===== config.mk =====
export PLATFORM = sky130hd
export DESIGN_NAME = data_memory_arbiter
export DESIGN_NICKNAME = d
export VERILOG_FILES = /design/src/rtl/data_memory_arbiter.sv
export SDC_FILE = /design/constraint.sdc
export NUM_CORES = 1
export LEC_CHECK = 0
export CELL_PAD_IN_SITES_DETAIL_PLACEMENT = 1
export CELL_PAD_IN_SITES_GLOBAL_PLACEMENT = 2
export CORE_UTILIZATION = 20
export CTS_BUF_LIST = sky130_fd_sc_hd__clkbuf_16
export DETAILED_ROUTE_END_ITERATION = 6
export GPL_ROUTABILITY_DRIVEN = 0
export PLACE_DENSITY_LB_ADDON = 0.2
export SLEW_MARGIN = 25
export SYNTH_ARGS = -nofsm -noshare
export SYNTH_HDL_FRONTEND = slang
export SYNTH_SLANG_ARGS = --single-unit

===== constraint.sdc =====
create_clock -name clock -period 2.51 [get_ports clock]
set_clock_uncertainty 0.2 [all_clocks]
set_input_delay 0.3765 -clock clock [delete_from_list [all_inputs] [get_ports clock]]
set_output_delay 0.3765 -clock clock [all_outputs]
set_load 0.02 [all_outputs]

===== src/rtl/data_memory_arbiter.sv =====
// data_memory_arbiter: round-robin sharing of one sync data memory plus switch/LED I/O word between ports A and B
//   clock/reset          : system clock, synchronous active-high reset
//   a_*/b_*              : requester ports (req, write, addr, wdata in; grant, rvalid, rdata out)
//   mem_addr/wdata/we    : memory drive; mem_rdata returns one cycle after the address
//   switches/leds        : board I/O at IO_ADDR
module data_memory_arbiter #(
  parameter logic [15:0] IO_ADDR = 16'd255
) (
  input  logic        clock,
  input  logic        reset,
  input  logic        a_req,
  input  logic        a_write,
  input  logic [15:0] a_addr,
  input  logic [15:0] a_wdata,
  output logic        a_grant,
  output logic        a_rvalid,
  output logic [15:0] a_rdata,
  input  logic        b_req,
  input  logic        b_write,
  input  logic [15:0] b_addr,
  input  logic [15:0] b_wdata,
  output logic        b_grant,
  output logic        b_rvalid,
  output logic [15:0] b_rdata,
  output logic [15:0] mem_addr,
  output logic [15:0] mem_wdata,
  output logic        mem_we,
  input  logic [15:0] mem_rdata,
  input  logic [15:0] switches,
  output logic [15:0] leds
);
  logic        last_b, p_valid, p_b, p_io, grant, sel_write, sel_io;
  logic [15:0] p_sw, a_hold, b_hold, rd;
  always_comb begin
    a_grant   = !reset & a_req & (!b_req | last_b);
    b_grant   = !reset & b_req & (!a_req | !last_b);
    grant     = a_grant | b_grant;
    mem_addr  = b_grant ? b_addr : a_addr;
    mem_wdata = b_grant ? b_wdata : a_wdata;
    sel_write = b_grant ? b_write : a_write;
    sel_io    = mem_addr == IO_ADDR;
    mem_we    = grant & sel_write & !sel_io;
    rd        = p_io ? p_sw : mem_rdata;
    // reset gating drops a read that was in flight when reset arrived
    a_rvalid  = !reset & p_valid & !p_b;
    b_rvalid  = !reset & p_valid & p_b;
    // mem_rdata is only live in the return cycle, so rdata is held otherwise
    a_rdata   = a_rvalid ? rd : a_hold;
    b_rdata   = b_rvalid ? rd : b_hold;
  end
  always_ff @(posedge clock) begin
    if (reset) begin
      last_b  <= 1'b1;
      p_valid <= 1'b0;
      p_b     <= 1'b0;
      p_io    <= 1'b0;
      p_sw    <= '0;
      a_hold  <= '0;
      b_hold  <= '0;
      leds    <= '0;
    end else begin
      if (grant) last_b <= b_grant;
      p_valid <= grant & !sel_write;
      p_b     <= b_grant;
      p_io    <= sel_io;
      p_sw    <= switches;
      if (grant & sel_write & sel_io) leds <= mem_wdata;
      if (a_rvalid) a_hold <= rd;
      if (b_rvalid) b_hold <= rd;
    end
  end
endmodule


# == After elaboration in Yosys (flattened, before gate mapping) ==
# Index checks and enable logic that the tools add are counted.
# totals
ff_bits,68
in_bits,102
output_inout_bits,85
elab_cells,36
# op_classes
n_eq_ne,1
mux,6
bitwise_logic,14
n_reduce_logical,7
# op_table
cell,count
2-to-1 mux 16 bit,5
equality test 16 x 8 -> 1 bit (second input constant),1
AND 1 bit,11
logical NOT 1 bit,7
OR 1 bit,3
2-to-1 mux 1 bit,1

# == Longest topological paths before layout ==
# logic_depth
word_depth,7
ltp_mapped,8
ltp_nobuf,6

# == Worst setup path after synthesis ==
# No wires, ideal clock.
# synth_path
path_kind,input to register
start,input b_req
end,register leds[10]
setup_ns,0.121
arrival_time_ns,2.105
required_time_ns,2.189
slack_ns,0.084
cell_stages,7
path_buffers,2
cell_sequence,nor2b_1 -> nor3b_1 -> a22oi_1 -> or2_1 -> buf_6 -> buf_12 -> mux2_4
# synth_between
elab_chain_cells,6
elab_cells_between_ends,12
cone_classes,eq/ne: 1; mux: 3; bitwise: 7; reduce/logical: 1
# synth_rtl
element,line,rtl
start: declaration,18,"input logic b_req,"
logical NOT 1 bit,35,a_grant = !reset & a_req & (!b_req | last_b);
OR 1 bit,35,
AND 1 bit,35,
net a_grant,15,"output logic a_grant,"
OR 1 bit,37,grant = a_grant | b_grant;
AND 1 bit (2 in a row),67,if (grant & sel_write & sel_io) leds <= mem_wdata;
end signal: assignment,67,
end: declaration,30,output logic [15:0] leds
# The timed path passes the listed nets, and every way through them passes these cells.
# A chain may end at the register's enable or synchronous reset.

# == Final worst setup path ==
# layout_path
start,input a_addr[10]
end,register leds[13]
# layout_between
elab_chain_cells,3
# layout_rtl
element,line,rtl
start: declaration,13,"input logic [15:0] a_addr,"
2-to-1 mux 16 bit,38,mem_addr = b_grant ? b_addr : a_addr;
equality test 16 x 8 -> 1 bit,41,sel_io = mem_addr == IO_ADDR;
AND 1 bit,67,
# Every way passes these cells.

==> metrics.md <==
| Metric | Value |
|---|---|
| Final hold violation count | 0 |
| Asr flop ratio synth | 0 |
| Synth-to-Final Area Change | 83.10% |
| Row count | 45 |
| H-Tree Depth | 3 |
| Layout cells sized above 1 | 0.1990 |
| Largest net degree at the start of global routing | 41 |
| Syn avg cell area | 8.064 sq um |
| Post-DP HPWL | 8.587 mm |
| Register area share after synthesis | 0.4295 |
| Worst rel slew slack | 0.7219 |
| PortBufs | 186 |
| Initial antenna violation count | 0 |
| Post-DR wirelength/cell | 13.67 um |
| Initial DRC count | 94 |
| Fmax | 404.8 MHz |
| Final Net Count | 720 |
| CORE AREA | 15310 sq um |
| EDFF count, synth | 0 |
| Pwr Total | 2.983 mW |
| Setup crit end kind | flop |
| YS warnings | 0 |
| Via count | 3437 |
| Setup CP Type | in2reg |
| Worst Path Arrival | 2500 ps |
| Final Cycle Share | 0.9842 |
| Die Wd | 127.9 um |
| CP Launch Type | primary input |
| TritonCTS clock tree | yes |
| Synth area leaders | dfxtp_1, nand2_1, nor2b_1 |
| DIE AREA | 16350 sq um |
| Clock Latency Late Sink | 340 ps |
| Num CTS Buffers | 9 |
| Finished Layout Cells | 834 |
| GRT Total Usage | 0.1456 |
| CTS Buffer Depth | 2 |
| Congestion Overflow GR | 0 |
| Synthesized area | 3169 sq um |
| Yosys reg bits | 68 |
| P_leak | 2.672 nW |
| First-pass GRT wire length | 18.06 mm |
| Drt via density | 4.121 |
| Area share of the largest cell type after synthesis | 0.4295 |
| Most frequent cell after synthesis | nand2_1 |
| Antenna Nets Post-Route | 0 |
| Clk slew on worst S/H paths | 60 ps |
| Worst Tran Pin Value | 417.1 ps |
| Syn_nets | 495 |
| Hold Crit Class | reg2reg |
| Final min period | 2470 ps |
| Routed WL | 11.40 mm |
| CTS Sinks | 68 |
| Die height | 127.9 um |
| Area occupied by multi-input gates | 1712 sq um |
| Status | complete, no violations |
| DRC | 0 |
| ANT cells | 0 |
| IO Pins | 187 |
| Fill cells | 1851 |
| Initial DRT Pass Iterations | 4 |
| CTS root buffer | clkbuf_16 |
| Maxcap violations | 0 |
| Post-synth cell types | 25 |
| Final Slew Violations | 0 |
| Predominant post-synthesis flop cell | dfxtp_1 |
| Vias in the first global route | 3648 |
| Sequential Area | 1361 sq um |
| Pwr/cell area | 514.0 nW/um^2 |
| Synth top cells by count | nand2_1, dfxtp_1, nor2b_1 |
| Synth Instances | 393 |
| Req. time, crit path | 2540 ps |
| Initial Util | 0.2069 |
| DP Area | 5622 sq um |
| Design area | 5803 sq um |
| # setup viols final | 0 |
| Peak VDD IR | 319.4 uV |
| # placed instances | 816 |
| Synth area leader | dfxtp_1 |
| Crit Path Max Fanout | 8 |
| Worst hold margin | 336.6 ps |
## placed cells by master, fill, tap and decap left out, types with 6 or more instances in the layout
| cell | instances |
|---|---|
| a21oi_1 | 32 |
| buf_12 | 6 |
| buf_4 | 46 |
| clkbuf_16 | 9 |
| clkbuf_2 | 27 |
| clkdlybuf4s50_1 | 101 |
| dfxtp_1 | 68 |
| dlygate4sd2_1 | 51 |
| mux2_2 | 6 |
| mux2_4 | 10 |
| mux2i_1 | 17 |
| nand2_1 | 113 |
| nor2_1 | 17 |
| nor2b_1 | 66 |
| o21ai_0 | 17 |
## area by class of cell
cell class | count | share of cell area
inverters | 4 | 0.002587
clock inverters | 7 | 0.01294
clock buffers | 9 | 0.03881
well taps | 211 | 0.04549
flip-flops and latches | 68 | 0.2346
repair buffers | 239 | 0.3706
multi-input cells | 296 | 0.2950
## per-layer routing
layer	track usage	vias up	wire (um)
li1	-	1730	-
met1	0.1614	1583	4779
met2	0.2510	110	5522
met3	0.04800	14	875
met4	0.06920	0	224
met5	0	-	0
## final timing paths
kind                                 start       end  slack, ps  cells past startpoint
worst max-delay path            a_addr[10]  leds[13]         40                      9
worst min-delay path                last_b    last_b        340                      2
worst max register to register      last_b   leds[3]        450                      8
worst min register to register      last_b    last_b        340                      2
## registers in the layout, summed over array words and instances (netlist names)
| register | cells |
|---|---|
| last_b | 1 |
| p_b | 1 |
| p_io | 1 |
| p_sw | 16 |
| leds | 16 |
| a_hold | 16 |
| p_valid | 1 |
| b_hold | 16 |
## critical path, cell delays in order
cell	delay, ps
dlygate4sd2_1	240
or4_4	530
nor4_4	230
mux2i_1	140
buf_4	150
buf_4	120
or2_4	260
buf_12	160
mux2_4	290
## logic make-up (layout without fill, tap and decap cells)
group,count (synthesis),in the layout,share of synthesized area
buf+inv,29,259,0.04224
compound gates,51,51,0.08172
mux,33,33,0.1224
flops,68,68,0.4295
simple gates,212,212,0.3241
## power by group
| group | leakage, nW | internal [mW] | switching [mW] |
|---|---|---|---|
| Sequential | 0.554 | 1.11 | 0.00909 |
| Combinational | 1.98 | 0.297 | 0.282 |
| Clock | 0.138 | 0.773 | 0.511 |
## timing repair
item	CTS	global route
endpoints found under the setup margin	83	45
hold buffers	0	0
cloned	1	0
setup buffers	1	0
pin swaps	6	2
gates resized for setup	95	60
## metrics by stage
step | worst slack [ps] | TNS [ps] | utilization
after floorplan | 84.00 | 0 | -
after global placement | -519.3 | -15790 | 0.3671
after detailed placement | -541.1 | -16880 | 0.3671
after CTS | 2.394 | 0 | 0.3841
after global routing | -32.66 | -288.5 | 0.3789
final | 39.56 | 0 | 0.3789
(Power assumes the default switching activity.)
